[src/rtl/run_controller_if.sv]
// Host-facing handshake channels of the run controller: the load-beat
// stream into data memory and the dump-word stream back out.
interface run_controller_if;
    logic       host_valid;
    logic       host_ready;
    logic [7:0] host_addr;
    logic [7:0] host_wdata;
    logic       host_last;
    logic       dump_valid;
    logic       dump_ready;
    logic [7:0] dump_addr;
    logic [7:0] dump_data;

    // host / loader side
    modport master (
        output host_valid, host_addr, host_wdata, host_last, dump_ready,
        input  host_ready, dump_valid, dump_addr, dump_data
    );

    // controller side
    modport slave (
        input  host_valid, host_addr, host_wdata, host_last, dump_ready,
        output host_ready, dump_valid, dump_addr, dump_data
    );
endinterface

[src/rtl/run_controller.sv]
// Program-run sequencer: holds the core in start, loads data memory from the
// host, runs the core until halt or timeout, then dumps a memory window.
// Owns the single data-memory port and muxes it between host and core.
module run_controller #(
    parameter int unsigned             CYC_W   = 16,
    parameter logic [CYC_W-1:0]        TIMEOUT = 16'hFFFF
) (
    input  logic                CLK,
    input  logic                reset_n,
    input  logic                go,
    input  logic [7:0]          dump_base,
    input  logic [7:0]          dump_len,
    run_controller_if.slave     bus,
    output logic                core_start,
    input  logic                core_halt,
    input  logic                core_mem_we,
    input  logic [7:0]          core_mem_addr,
    input  logic [7:0]          core_mem_wdata,
    output logic [7:0]          core_mem_rdata,
    output logic                mem_we,
    output logic [7:0]          mem_addr,
    output logic [7:0]          mem_wdata,
    input  logic [7:0]          mem_rdata,
    output logic [CYC_W-1:0]    run_cycles,
    output logic                timed_out,
    output logic                done
);

    typedef enum logic [2:0] {
        IDLE,
        LOAD,
        RUN,
        DUMP_RD,
        DUMP_OUT,
        DONE
    } state_t;

    state_t             state_q, state_d;
    logic [7:0]         base_q, len_q;
    logic [7:0]         ptr_q, remaining_q;
    logic [7:0]         dump_addr_q, dump_data_q;
    logic [CYC_W-1:0]   run_cycles_q;
    logic               timed_out_q;
    logic               start_seq;
    logic               run_exit;
    logic               dump_hs;

    // state register
    always_ff @(posedge CLK) begin
        if (!reset_n) begin
            state_q <= IDLE;
        end else begin
            state_q <= state_d;
        end
    end

    // next-state decode; halt takes priority over timeout on the RUN exit
    always_comb begin
        state_d   = state_q;
        start_seq = 1'b0;
        run_exit  = 1'b0;
        dump_hs   = 1'b0;
        case (state_q)
            IDLE, DONE: begin
                if (go) begin
                    start_seq = 1'b1;
                    state_d   = LOAD;
                end
            end
            LOAD: begin
                if (bus.host_valid && bus.host_last) begin
                    state_d = RUN;
                end
            end
            RUN: begin
                if (core_halt || (run_cycles_q == TIMEOUT)) begin
                    run_exit = 1'b1;
                    state_d  = (len_q == '0) ? DONE : DUMP_RD;
                end
            end
            DUMP_RD: begin
                state_d = DUMP_OUT;
            end
            DUMP_OUT: begin
                if (bus.dump_ready) begin
                    dump_hs = 1'b1;
                    state_d = (remaining_q == 8'd1) ? DONE : DUMP_RD;
                end
            end
            default: begin
                state_d = IDLE;
            end
        endcase
    end

    // sequence datapath: latched window, run counter, dump pointer and word
    always_ff @(posedge CLK) begin
        if (!reset_n) begin
            base_q       <= '0;
            len_q        <= '0;
            ptr_q        <= '0;
            remaining_q  <= '0;
            dump_addr_q  <= '0;
            dump_data_q  <= '0;
            run_cycles_q <= '0;
            timed_out_q  <= 1'b0;
        end else begin
            if (start_seq) begin
                base_q       <= dump_base;
                len_q        <= dump_len;
                run_cycles_q <= '0;
                timed_out_q  <= 1'b0;
            end
            if (state_q == RUN) begin
                if (run_exit) begin
                    timed_out_q <= !core_halt;
                    ptr_q       <= base_q;
                    remaining_q <= len_q;
                end else if (run_cycles_q != '1) begin
                    run_cycles_q <= run_cycles_q + 1'b1;
                end
            end
            if (state_q == DUMP_RD) begin
                dump_addr_q <= ptr_q;
                dump_data_q <= mem_rdata;
            end
            if (dump_hs) begin
                ptr_q       <= ptr_q + 8'd1;
                remaining_q <= remaining_q - 8'd1;
            end
        end
    end

    // memory port mux and state-decoded outputs
    always_comb begin
        mem_we    = 1'b0;
        mem_addr  = ptr_q;
        mem_wdata = '0;
        case (state_q)
            LOAD: begin
                mem_we    = bus.host_valid;
                mem_addr  = bus.host_addr;
                mem_wdata = bus.host_wdata;
            end
            RUN: begin
                mem_we    = core_mem_we;
                mem_addr  = core_mem_addr;
                mem_wdata = core_mem_wdata;
            end
            default: begin
            end
        endcase
    end

    assign core_start     = (state_q != RUN);
    assign bus.host_ready = (state_q == LOAD);
    assign bus.dump_valid = (state_q == DUMP_OUT);
    assign bus.dump_addr  = dump_addr_q;
    assign bus.dump_data  = dump_data_q;
    assign done           = (state_q == DONE);
    assign run_cycles     = run_cycles_q;
    assign timed_out      = timed_out_q;
    assign core_mem_rdata = mem_rdata;

endmodule

[src/flat_wrapper.sv]
// flat-port wrapper written by rule: the top's interface ports become plain ports
module run_controller_flat 
#(
    parameter int unsigned             CYC_W   = 16,
    parameter logic [CYC_W-1:0]        TIMEOUT = 16'hFFFF
)
  (CLK, reset_n, go, dump_base, dump_len, core_start, core_halt, core_mem_we, core_mem_addr, core_mem_wdata, core_mem_rdata, mem_we, mem_addr, mem_wdata, mem_rdata, run_cycles, timed_out, done, bus_host_valid, bus_host_addr, bus_host_wdata, bus_host_last, bus_dump_ready, bus_host_ready, bus_dump_valid, bus_dump_addr, bus_dump_data);
  run_controller_if bus_i ();
  input  logic CLK;
  input  logic reset_n;
  input  logic go;
  input  logic [7:0] dump_base;
  input  logic [7:0] dump_len;
  output logic core_start;
  input  logic core_halt;
  input  logic core_mem_we;
  input  logic [7:0] core_mem_addr;
  input  logic [7:0] core_mem_wdata;
  output logic [7:0] core_mem_rdata;
  output logic mem_we;
  output logic [7:0] mem_addr;
  output logic [7:0] mem_wdata;
  input  logic [7:0] mem_rdata;
  output logic [CYC_W-1:0] run_cycles;
  output logic timed_out;
  output logic done;
  input wire logic [$bits(bus_i.host_valid)-1:0] bus_host_valid;
  input wire logic [$bits(bus_i.host_addr)-1:0] bus_host_addr;
  input wire logic [$bits(bus_i.host_wdata)-1:0] bus_host_wdata;
  input wire logic [$bits(bus_i.host_last)-1:0] bus_host_last;
  input wire logic [$bits(bus_i.dump_ready)-1:0] bus_dump_ready;
  output wire logic [$bits(bus_i.host_ready)-1:0] bus_host_ready;
  output wire logic [$bits(bus_i.dump_valid)-1:0] bus_dump_valid;
  output wire logic [$bits(bus_i.dump_addr)-1:0] bus_dump_addr;
  output wire logic [$bits(bus_i.dump_data)-1:0] bus_dump_data;
  assign bus_i.host_valid = bus_host_valid;
  assign bus_i.host_addr = bus_host_addr;
  assign bus_i.host_wdata = bus_host_wdata;
  assign bus_i.host_last = bus_host_last;
  assign bus_i.dump_ready = bus_dump_ready;
  assign bus_host_ready = bus_i.host_ready;
  assign bus_dump_valid = bus_i.dump_valid;
  assign bus_dump_addr = bus_i.dump_addr;
  assign bus_dump_data = bus_i.dump_data;
  run_controller #(.CYC_W(CYC_W), .TIMEOUT(TIMEOUT)) u_core (.CLK(CLK), .reset_n(reset_n), .go(go), .dump_base(dump_base), .dump_len(dump_len), .bus(bus_i), .core_start(core_start), .core_halt(core_halt), .core_mem_we(core_mem_we), .core_mem_addr(core_mem_addr), .core_mem_wdata(core_mem_wdata), .core_mem_rdata(core_mem_rdata), .mem_we(mem_we), .mem_addr(mem_addr), .mem_wdata(mem_wdata), .mem_rdata(mem_rdata), .run_cycles(run_cycles), .timed_out(timed_out), .done(done));
endmodule
[config.mk]
export PLATFORM = sky130hd
export DESIGN_NAME = run_controller_flat
export DESIGN_NICKNAME = d
export VERILOG_FILES = /design/src/rtl/run_controller_if.sv /design/src/rtl/run_controller.sv /design/src/flat_wrapper.sv
export SDC_FILE = /design/constraint.sdc
export NUM_CORES = 1
export LEC_CHECK = 0
export CAP_MARGIN = 10
export CORE_ASPECT_RATIO = 2
export CORE_UTILIZATION = 45
export DETAILED_ROUTE_END_ITERATION = 8
export PLACE_DENSITY_LB_ADDON = 0.08
export SYNTH_ARGS = -nofsm -noshare
export SYNTH_HDL_FRONTEND = slang
export SYNTH_SLANG_ARGS = --single-unit
[constraint.sdc]
create_clock -name CLK -period 2.36 [get_ports CLK]
set_input_delay 0.236 -clock CLK [delete_from_list [all_inputs] [get_ports CLK]]
set_output_delay 0.236 -clock CLK [all_outputs]
set_load 0.01 [all_outputs]
## After elaboration in Yosys (flattened, before gate mapping)

Cells that the tools add are included.
W data, S select, Z words.

- Register bits: 68
- Latch bits: 0
- RAM bits: 0
- ROM bits: 0
- Input bits: 64
- Output and inout port bits: 62
- Word-level logic and storage cells: 64
- Memories kept: 0

- Add/subtract/negate cells: 3
- Multipliers: 0
- Div/mod/pow operators: 0
- Order comparisons: 0
- Equality and inequality tests: 13
- Shifts and indexed selects: 0
- Muxes and demuxes: 29
- Bitwise gates (word level): 0
- Reductions and logical operators: 10

Operators with widths:

| cell | number |
|---|---|
| $mux W16 | 4 |
| $mux W8 | 6 |
| $pmux W8 S2 | 2 |
| $mux W3 | 6 |
| $add A16 B1 Y16 const B | 1 |
| $eq A16 B16 Y1 const B | 1 |
| $ne A16 B16 Y1 const B | 1 |
| $pmux W3 S5 | 1 |
| $mux W1 | 9 |
| $add A8 B1 Y8 const B | 1 |
| $eq A8 B1 Y1 const B | 1 |
| $logic_not A8 Y1 | 1 |
| $sub A8 B1 Y8 const B | 1 |
| $eq A3 B2 Y1 const B | 2 |
| $eq A3 B3 Y1 const B | 2 |
| $ne A2 B1 Y1 const B | 2 |
| $ne A2 B2 Y1 const B | 2 |
| $reduce_and A4 Y1 | 1 |
| $reduce_bool A2 Y1 | 2 |
| $eq A3 B1 Y1 const B | 1 |
| $logic_not A3 Y1 | 1 |
| $ne A3 B2 Y1 const B | 1 |
| $pmux W1 S2 | 1 |
| $reduce_and A2 Y1 | 1 |
| 4 further kinds | 4 |

## Logic depth before layout (Yosys ltp)

Gate-level depths: netlist (run 1).

- Depth after elaboration: 7
- Mapped depth: 7
- Mapped depth without buffers: 6

## Worst setup path before layout (run 1)

No wires, ideal clock.

- Path kind: register to register
- Start point: reg u_core.run_cycles_q[0], in the netlist u_core.run_cycles[0]
- End point: reg u_core.run_cycles_q[13], in the netlist u_core.run_cycles[13]
- Setup time: 117 ps
- Arrival: 1908 ps
- Data required time: 2243 ps
- Slack: 335 ps
- Stages on the path, launching flop included: 8
- Buffers on the path: 1
- Clock period less this slack: 2025 ps
- Cells stage by stage: dfxtp_1 > ha_1 > nand3_1 > nor4_2 > or2_2 > clkbuf_1 > o21ai_0 > a32o_1

- Cells in the longest elaborated chain, start to end: 6
- Elaborated cells on any way between the ends: 9
- Classes of those cells: add/sub: 1; eq/ne: 2; mux: 5; reduce/logical: 1

Ends and longest elaborated chain:

| element | RTL line | text |
|---|---|---|
| from (decl) | run_controller.sv:42 | `logic [CYC_W-1:0] run_cycles_q;` |
| from (signal assigned) | run_controller.sv:120 | `run_cycles_q <= run_cycles_q + 1'b1;` |
| branches (longest 4 deep; another with $add A16 B1 Y16) | n/a |  |
| $mux W16 (*) | run_controller.sv:115 | `if (run_exit) begin` |
| $mux W16 (*) | run_controller.sv:114 | `if (state_q == RUN) begin` |

Mark *: on every way between the ends.
A chain may end at the register's enable or synchronous reset.

## Worst setup path after layout (run 1)

- Start point: reg u_core.state_q[0]
- End point: out mem_wdata[6]

- Cells in the longest elaborated chain, start to end: 2
- Elaborated cells on any way between the ends: 3
- Classes of those cells: eq/ne: 2; mux: 1

Ends and longest elaborated chain:

| element | RTL line | text |
|---|---|---|
| from (decl) | run_controller.sv:38 | `state_t state_q, state_d;` |
| from (signal assigned) | run_controller.sv:53 | `state_q <= state_d;` |
| $eq A3 B2 Y1 / $eq A3 B1 Y1 (equally long branches) | run_controller.sv:139 | `case (state_q)` |
| $pmux W8 S2 (*) | run_controller.sv:139 |  |
| to (decl) | flat_wrapper.sv:22 | `output logic [7:0] mem_wdata;` |

Every way passes the cells marked *; elsewhere a longest branch is shown, timed or not.

==> results of run 1 <==
-- placed cells by master, fill, tap and decap left out, drive strengths merged, types with 6 or more instances in the layout --
cell / netlist / layout
a21oi: 26 / 26
buf: 12 / 21
nor2: 25 / 25
a22o: 9 / 9
nand2: 104 / 104
nor3: 10 / 10
o211ai: 6 / 6
a21boi: 30 / 30
a22oi: 9 / 9
nand3: 19 / 19
clkdlybuf4s50: 0 / 124
o21ai: 8 / 8
clkbuf: 24 / 11
inv: 6 / 6
nor4: 7 / 7
dfxtp: 68 / 68
-- metrics by stage --
step,instances,area [um^2]
6_report,654,5091
5_1_grt,654,5091
4_1_cts,653,5072
3_5_place_dp,635,4778
3_3_place_gp,635,4778
2_1_floorplan,436,3417
-- critical path: stages, from the launching register on --
cell and delay, ns:
dfxtp_4 0.40, inv_1 0.11, nor3_4 0.30, buf_12 0.19, a22o_1 0.14, clkdlybuf4s50_1 0.54
-- state kept, by name, summed over array words and instances (netlist names) --
name                  flops
u_core.base_q             8
u_core.bus.dump_addr      8
u_core.bus.dump_data      8
u_core.len_q              8
u_core.ptr_q              8
u_core.remaining_q        8
u_core.run_cycles        16
u_core.state_q            3
u_core.timed_out          1
-- worst max path at each step --
stage / from / end / slack (ns)
finish: u_core.state_q[0] / mem_wdata[6] / 0.1
global route: u_core.state_q[0] / mem_wdata[3] / 0.009
CTS: u_core.state_q[0] / mem_addr[3] / 0.009
detailed placement: u_core.state_q[1] / u_core.run_cycles[4] / 0.16
global placement: u_core.state_q[0] / mem_wdata[3] / 0.26
floorplan: u_core.run_cycles[0] / u_core.run_cycles[13] / 0.34
-- synth_stat cells (4+ instances only) --
master    count  area, um^2
nand2_1     104       390.4
o21ai_0       7       35.03
nor4_1        6       37.54
nand4_1       5       31.28
buf_4         8       60.06
xnor2_1       5       43.79
a22oi_1       9       67.56
a21oi_1      26       130.1
or3_1         5       31.28
buf_2         4       20.02
dfxtp_1      68        1361
nor2_1       25       93.84
mux2i_1       4       40.04
nand3_1      19       95.09
inv_1         6       22.52
clkbuf_1     24       90.09
a22o_1        9       78.83
nor3_1       10       50.05
a21boi_0     28       210.2
o211ai_1      6       45.04
and2_1        4       25.02
and3_1        4       25.02
ha_1          4       50.05
-- report_power, final --
| part | switching (mW) | internal, mW | total [mW] |
|---|---|---|---|
| Sequential | 0.160 | 1.31 | 1.47 |
| Combinational | 0.852 | 0.810 | 1.66 |
| Clock | 0.483 | 0.731 | 1.21 |
| Total | 1.49 | 2.85 | 4.35 |
-- cell families (layout without fill, tap and decap cells) --
group	after synthesis	after routing
compound gates	109	109
xor+xnor	6	6
buf+inv	43	169
fa+ha+maj	4	4
simple gates	202	202
mux	4	4
flops	68	68
-- area by class of cell --
type | count | area, um^2 | share of cell area (%)
well taps | 92 | 115.1 | 2.261
multi-input cells | 325 | 1873 | 36.79
inverters | 7 | 26.28 | 0.5161
clock buffers | 11 | 242.7 | 4.768
flip-flops and latches | 68 | 1366 | 26.84
repair buffers | 146 | 1440 | 28.29
clock inverters | 5 | 27.53 | 0.5407
-- what timing repair did --
action                     CTS  global route
pin swaps                    0             1
gates resized for setup      3             4
buffers inserted             2             1
setup endpoints to repair   18            17
gates cloned                 0             0
-- routing by layer --
| metal | vias to the layer above | part of all wire [%] | track usage (%) | wire [um] |
|---|---|---|---|---|
| li1 | 1780 | - | - | - |
| met1 | 1714 | 38 | 27.49 | 3911 |
| met2 | 110 | 55 | 50.00 | 5643 |
| met3 | 19 | 3.5 | 5.474 | 357 |
| met4 | 0 | 2.7 | 12.17 | 276 |
| met5 | - | 0 | 0 | 0 |
==> metrics, run 1 <==
outcome finished, final reports clean; length in cells of the worst reg-to-reg path 7; path category of the worst min-delay check flop to flop; post-layout total power between 4 and 5 mW; slack of the worst reg-to-reg path about 0.19 ns; final core utilization 69.53%; wire length of the first global-routing pass 16680 um; area of the die 0.007967 mm^2; maximum fanout count along the critical path 18; min setup slack post-route 0.09555 ns; flip-flop and latch count after synthesis 68; Clk pin slew, worst setup/hold paths 0.05 ns; power density over the cells around 850 mW/mm^2; CTS root buffer clkbuf_16; clock tree from TritonCTS built; average instance area after synthesis between 7 and 8 um^2; placeable core region around 0.0073 mm^2; kind of critical path flop to output pin; Critical Path AT just over 2 ns; area share of xor/xnor cells in the synthesized design under 10%; main combinational cell family by area after synthesis simple AND/OR/NAND/NOR gates; highest clock rate between 400 and 500 MHz; Max VDD drop roughly 0.83 mV; number of antenna violations at the first check in global routing 0; diodes inserted 0; number of distinct library cells after synthesis 50; # fillers around 630; multiplexer share of the synthesized area 1.172%; post-detail-place hpwl about 7600 um; insertion delay of the later-clocked pin in the worst-skew pair between 0.3 and 0.4 ns; htree depth 3; starting utilization of the core area between 40 and 50%; count of maximum capacitance violations 0; worst hold path endpoint u_core.bus.dump_addr[2]; slew at the pin closest to its max-slew limit 0.5942 ns; total number of vias ~3600; buffers added on ports ~130; Clock Path Buffers 2; crit path launch type flop; hold_ws between 0.4 and 0.5 ns; DRC Markers 0; required arrival time at the worst endpoint around 2.1 ns; TritonCTS Buffers 9; worst hold path cell count 2; routed len/inst approximately 16 um; YS warnings 0; Compound-Gate Fraction of Synth Area about 22%; final setup violating endpoints 0; global route total overflow 0; largest net degree at the start of global routing ~50; signed area change from the synthesized netlist to the final layout 48.99%; final net count ~630; num ports roughly 130; setup TNS 0 ns; wire length reported by the detailed router 10190 um; crit share post-route between 90 and 100%; Post-Syn Nets ~500; Adder-Cell Fraction of Synth Area about 1.5%; detailed router's first-iteration violation count 137; CTS Sinks around 70; Worst R2R End u_core.ptr_q[0]; number of detailed-routing iterations run before antenna repair 4; number of max-slew violations in the final report 0; leakage power ~1.8 nW; layout cells sized above 1 8.007%; sequential cell area fraction in the yosys report roughly 40%; Worst setup EP type output pin; startpoint of the lowest-slack hold path u_core.bus.dump_addr[2]; most used flip-flop cell after synthesis dfxtp_1; number of global-route vias before repair about 3600; placement-stage worst setup slack 0.1633 ns; number of hold violations in the final report 0; basic-gate share of the synthesized area counting and, or, nand and nor cells 27.90%; width of the die between 60 and 70 um; weighted congestion reported at the end of routability-driven placement ~0.86; number of rows in the core area 44; shortest period the worst path allows between 2 and 2.5 ns; detailed-route vias per instance between 5 and 6; number of synthesized flops with an enable pin 0; Max Clock Skew a little over 0.005 ns; Final ANT Viol Nets 0; unrepaired setup endpoints after global routing no; combined area of all synthesized cells between 0.003 and 0.004 mm^2; instance count of the mapped netlist approximately 440; share of synthesized flip-flops with an asynchronous set or reset 0%; Global Route Usage Sum roughly 27%; Worst R2R Start u_core.run_cycles[1]; hold-fix buffer count after cts 0; worst max-slew margin expressed relative to the limit ~60%; height of the die between 100 and 150 um
(Power assumes the default switching activity.)
==> inputs of run 2 (changes only) <==
==> constraint.sdc (replaced) <==
create_clock -name CLK -period 2.36 [get_ports CLK]
set_input_delay 0.472 -clock CLK [delete_from_list [all_inputs] [get_ports CLK]]
set_output_delay 0.472 -clock CLK [all_outputs]
set_load 0.01 [all_outputs]
==> run 2 against run 1 <==
Net effect:
- flip-flop and latch count unchanged
- wire length decreased by 1.8%
- sequential power about the same
- power increased by 1.7%
- sequential share of layout area decreased by 0.49 points
- global-route usage decreased by 0.33 points
- largest power group unchanged
==> metrics, run 2 (synthesis gave the netlist of run 1 again) <==
starting utilization of the core area 46.67% (unchanged); post-route non-filler standard cell count 666 (+1.8%); switching share of power 34.06% (-0.34 points); area of the die 0.007967 mm^2 (unchanged); detailed-route vias per instance 5.467 (-1.3%); number of rows in the core area 44 (unchanged); unrepaired setup endpoints after global routing yes; FF+latch area 0.001363 mm^2 (-0.27%); Worst setup EP type output pin; num ports 126 (unchanged); register share of total power 32.6% (-1.2 points); Max VDD drop 0.7361 mV (-11%); cell-by-cell trace of the critical path buf_4, nor3_4, buf_4, nor2_4, buf_4, nand2_1, nand2_1, dlygate4sd2_1; CTS root buffer clkbuf_16; startpoint of the lowest-slack hold path u_core.bus.dump_addr[6]; final core utilization 70.63% (+1.1 points); clock tree from TritonCTS built; worst max-slew margin expressed relative to the limit 65.18% (+5.2 points); share of total power in combinational logic 40.1% (+1.8 points); leading cell type in the layout, fill and taps excluded clkdlybuf4s50_1; weighted congestion reported at the end of routability-driven placement 0.8294 (-3.7%); largest net degree at the start of global routing 49 (unchanged); insertion delay of the later-clocked pin in the worst-skew pair 0.33 ns (about the same); Clk pin slew, worst setup/hold paths 0.05 ns (about the same); multi-input logic area 0.001878 mm^2 (+0.27%); final net count 637 (+1.9%); flip-flop count of the largest register after layout 16 (unchanged); Critical Path AT 1.82 ns (-0.21 ns); Critical path buffers and inverters 4 (+1); buffers added on ports 125 (unchanged); leakage power 1.969 nW (+7.8%); Clock Path Buffers 2 (unchanged); TritonCTS Buffers 9 (unchanged); crit share post-route 97.13% (+1.2 points); number of hold violations in the final report 0 (unchanged); Final ANT Viol Nets 0 (unchanged); worst hold path cell count 2 (unchanged); # fillers 640 (+1.3%); slack of the worst reg-to-reg path 0.19 ns (about the same); Largest stage delay, worst path 0.31 ns (-0.23 ns); part of the total power dissipated in the clock network 27.4% (-0.5 points); final setup violating endpoints 0 (unchanged); global route total overflow 0 (unchanged); commonest cells after routing, fill and taps aside 107 x clkdlybuf4s50_1, 104 x nand2_1, 67 x dfxtp_1, 28 x a21boi_0, 28 x buf_4; wire length of the first global-routing pass 16590 um (-0.54%); hold_ws 0.4516 ns (-0.001778 ns); signed area change from the synthesized netlist to the final layout 51.34%; worst hold path endpoint u_core.bus.dump_addr[6]; detailed router's first-iteration violation count 175 (+28%); Critical Path Slowest Stage Cell dfxtp_1; placement-stage worst setup slack 0.08824 ns (-0.07504 ns); Max Clock Skew 0.004085 ns (-0.0009809 ns); wire length reported by the detailed router 10000 um (-1.8%); DRC Markers 0 (unchanged); Post-Place Cells 638 (+0.47%); layout cells sized above 1 9.930% (+1.9 points); CTS Sinks 68 (unchanged); outcome finished, final reports clean; routed len/inst 15.02 um (-3.6%); number of antenna violations at the first check in global routing 0 (unchanged); number of global-route vias before repair 3569 (-1.6%); count of maximum capacitance violations 0 (unchanged); power density over the cells 854.6 mW/mm^2 (+0.11%); placeable core region 0.007322 mm^2 (unchanged); shortest period the worst path allows 2.292 ns (+0.02792 ns); htree depth 3 (unchanged); most common cell type on the critical path buf_4; Worst R2R End u_core.ptr_q[4]; highest clock rate 436.2 MHz (-1.2%); height of the die 125.2 um (unchanged); number of detailed-routing iterations run before antenna repair 4 (unchanged); Net Switching 1.505 mW (+0.67%); Int Power 2.914 mW (+2.2%); length in cells of the worst reg-to-reg path 7 (unchanged); diodes inserted 0 (unchanged); Worst R2R Start u_core.run_cycles[0]; slew at the pin closest to its max-slew limit 0.5175 ns (-0.07677 ns); path category of the worst min-delay check flop to flop; maximum fanout count along the critical path 8 (-10); number of max-slew violations in the final report 0 (unchanged); crit path launch type flop; kind of critical path flop to output pin; Global Route Usage Sum 26.45% (-0.33 points); setup TNS 0 ns (unchanged); required arrival time at the worst endpoint 1.89 ns (-0.23 ns); min setup slack post-route 0.06763 ns (-0.02792 ns); post-detail-place hpwl 7341 um (-3.1%); hold-fix buffer count after cts 0 (unchanged); width of the die 63.62 um (unchanged); total number of vias 3641 (+0.50%); cell class contributing the biggest share of worst-path delay buffers and inverters
==> run 2: changes by cell type in the layout (fill, tap and decap cells not counted), sizes merged <==
cell,previous run,this run
clkdlybuf4s50,124,107
clkdlybuf4s15,0,3
dlygate4sd2,0,12
buf,21,33
dlymetal6s2s,1,3
==> run 2: worst register-to-register path, cell delays in order (launching register included) <==
cell,delay [ns]
dfxtp_1,0.42
ha_1,0.21
nand3_1,0.18
nor4_2,0.52
o21a_1,0.30
buf_4,0.19
a21oi_1,0.07
a21boi_0,0.20
==> run 2: metrics by stage <==
step | area [um^2] | power, mW
6_report | 5171 | 4.419
5_1_grt | 5171 | 4.672
4_1_cts | 5140 | 4.402
3_5_place_dp | 4788 | 3.104
3_3_place_gp | 4788 | 3.067
2_1_floorplan | 3417 | 2.335
==> run 2: how the worst max path moves through the flow <==
stage / from / endpoint / slack [ns] / depth (start not counted)
after detailed placement: core_halt / u_core.run_cycles[12] / 0.09 / 5
final: u_core.state_q[1] / mem_addr[3] / 0.07 / 8
after CTS: u_core.state_q[1] / mem_addr[5] / 0.002 / 6
after floorplan: u_core.state_q[0] / mem_wdata[6] / 0.25 / 6
after global routing: u_core.state_q[1] / mem_addr[3] / -0.04 / 8
after global placement: core_halt / u_core.run_cycles[10] / 0.12 / 5
==> run 2: final cells by class <==
cell class	instances	area share (%)
repair buffers	158	29.37
flip-flops and latches	68	26.35
inverters	7	0.5081
clock buffers	11	4.694
multi-input cells	325	36.32
clock inverters	5	0.5323
well taps	92	2.226
==> run 2: routing by layer <==
layer | track usage, % | part of all wire [%] | up-vias
met2 | 49.00 | 55 | 118
met5 | 0 | 0 | -
met1 | 27.28 | 37 | 1695
met3 | 4.562 | 4.3 | 25
met4 | 13.77 | 3.5 | 0
li1 | - | - | 1803
==> run 2: power groups by stage <==
stage	Clock, mW	Combinational [mW]	Sequential [mW]
after floorplan	0	0.908	1.43
after global placement	0	1.62	1.45
after detailed placement	0	1.65	1.46
after CTS	1.23	1.74	1.44
after global routing	1.28	1.93	1.46
final	1.21	1.77	1.44
==> run 2: what timing repair did <==
action,in CTS,in global routing
endpoints found under the hold margin,0,0
pin swaps,2,2
gates cloned,1,0
endpoints found under the setup margin,18,9
buffers inserted,9,2
gates resized for setup,23,8
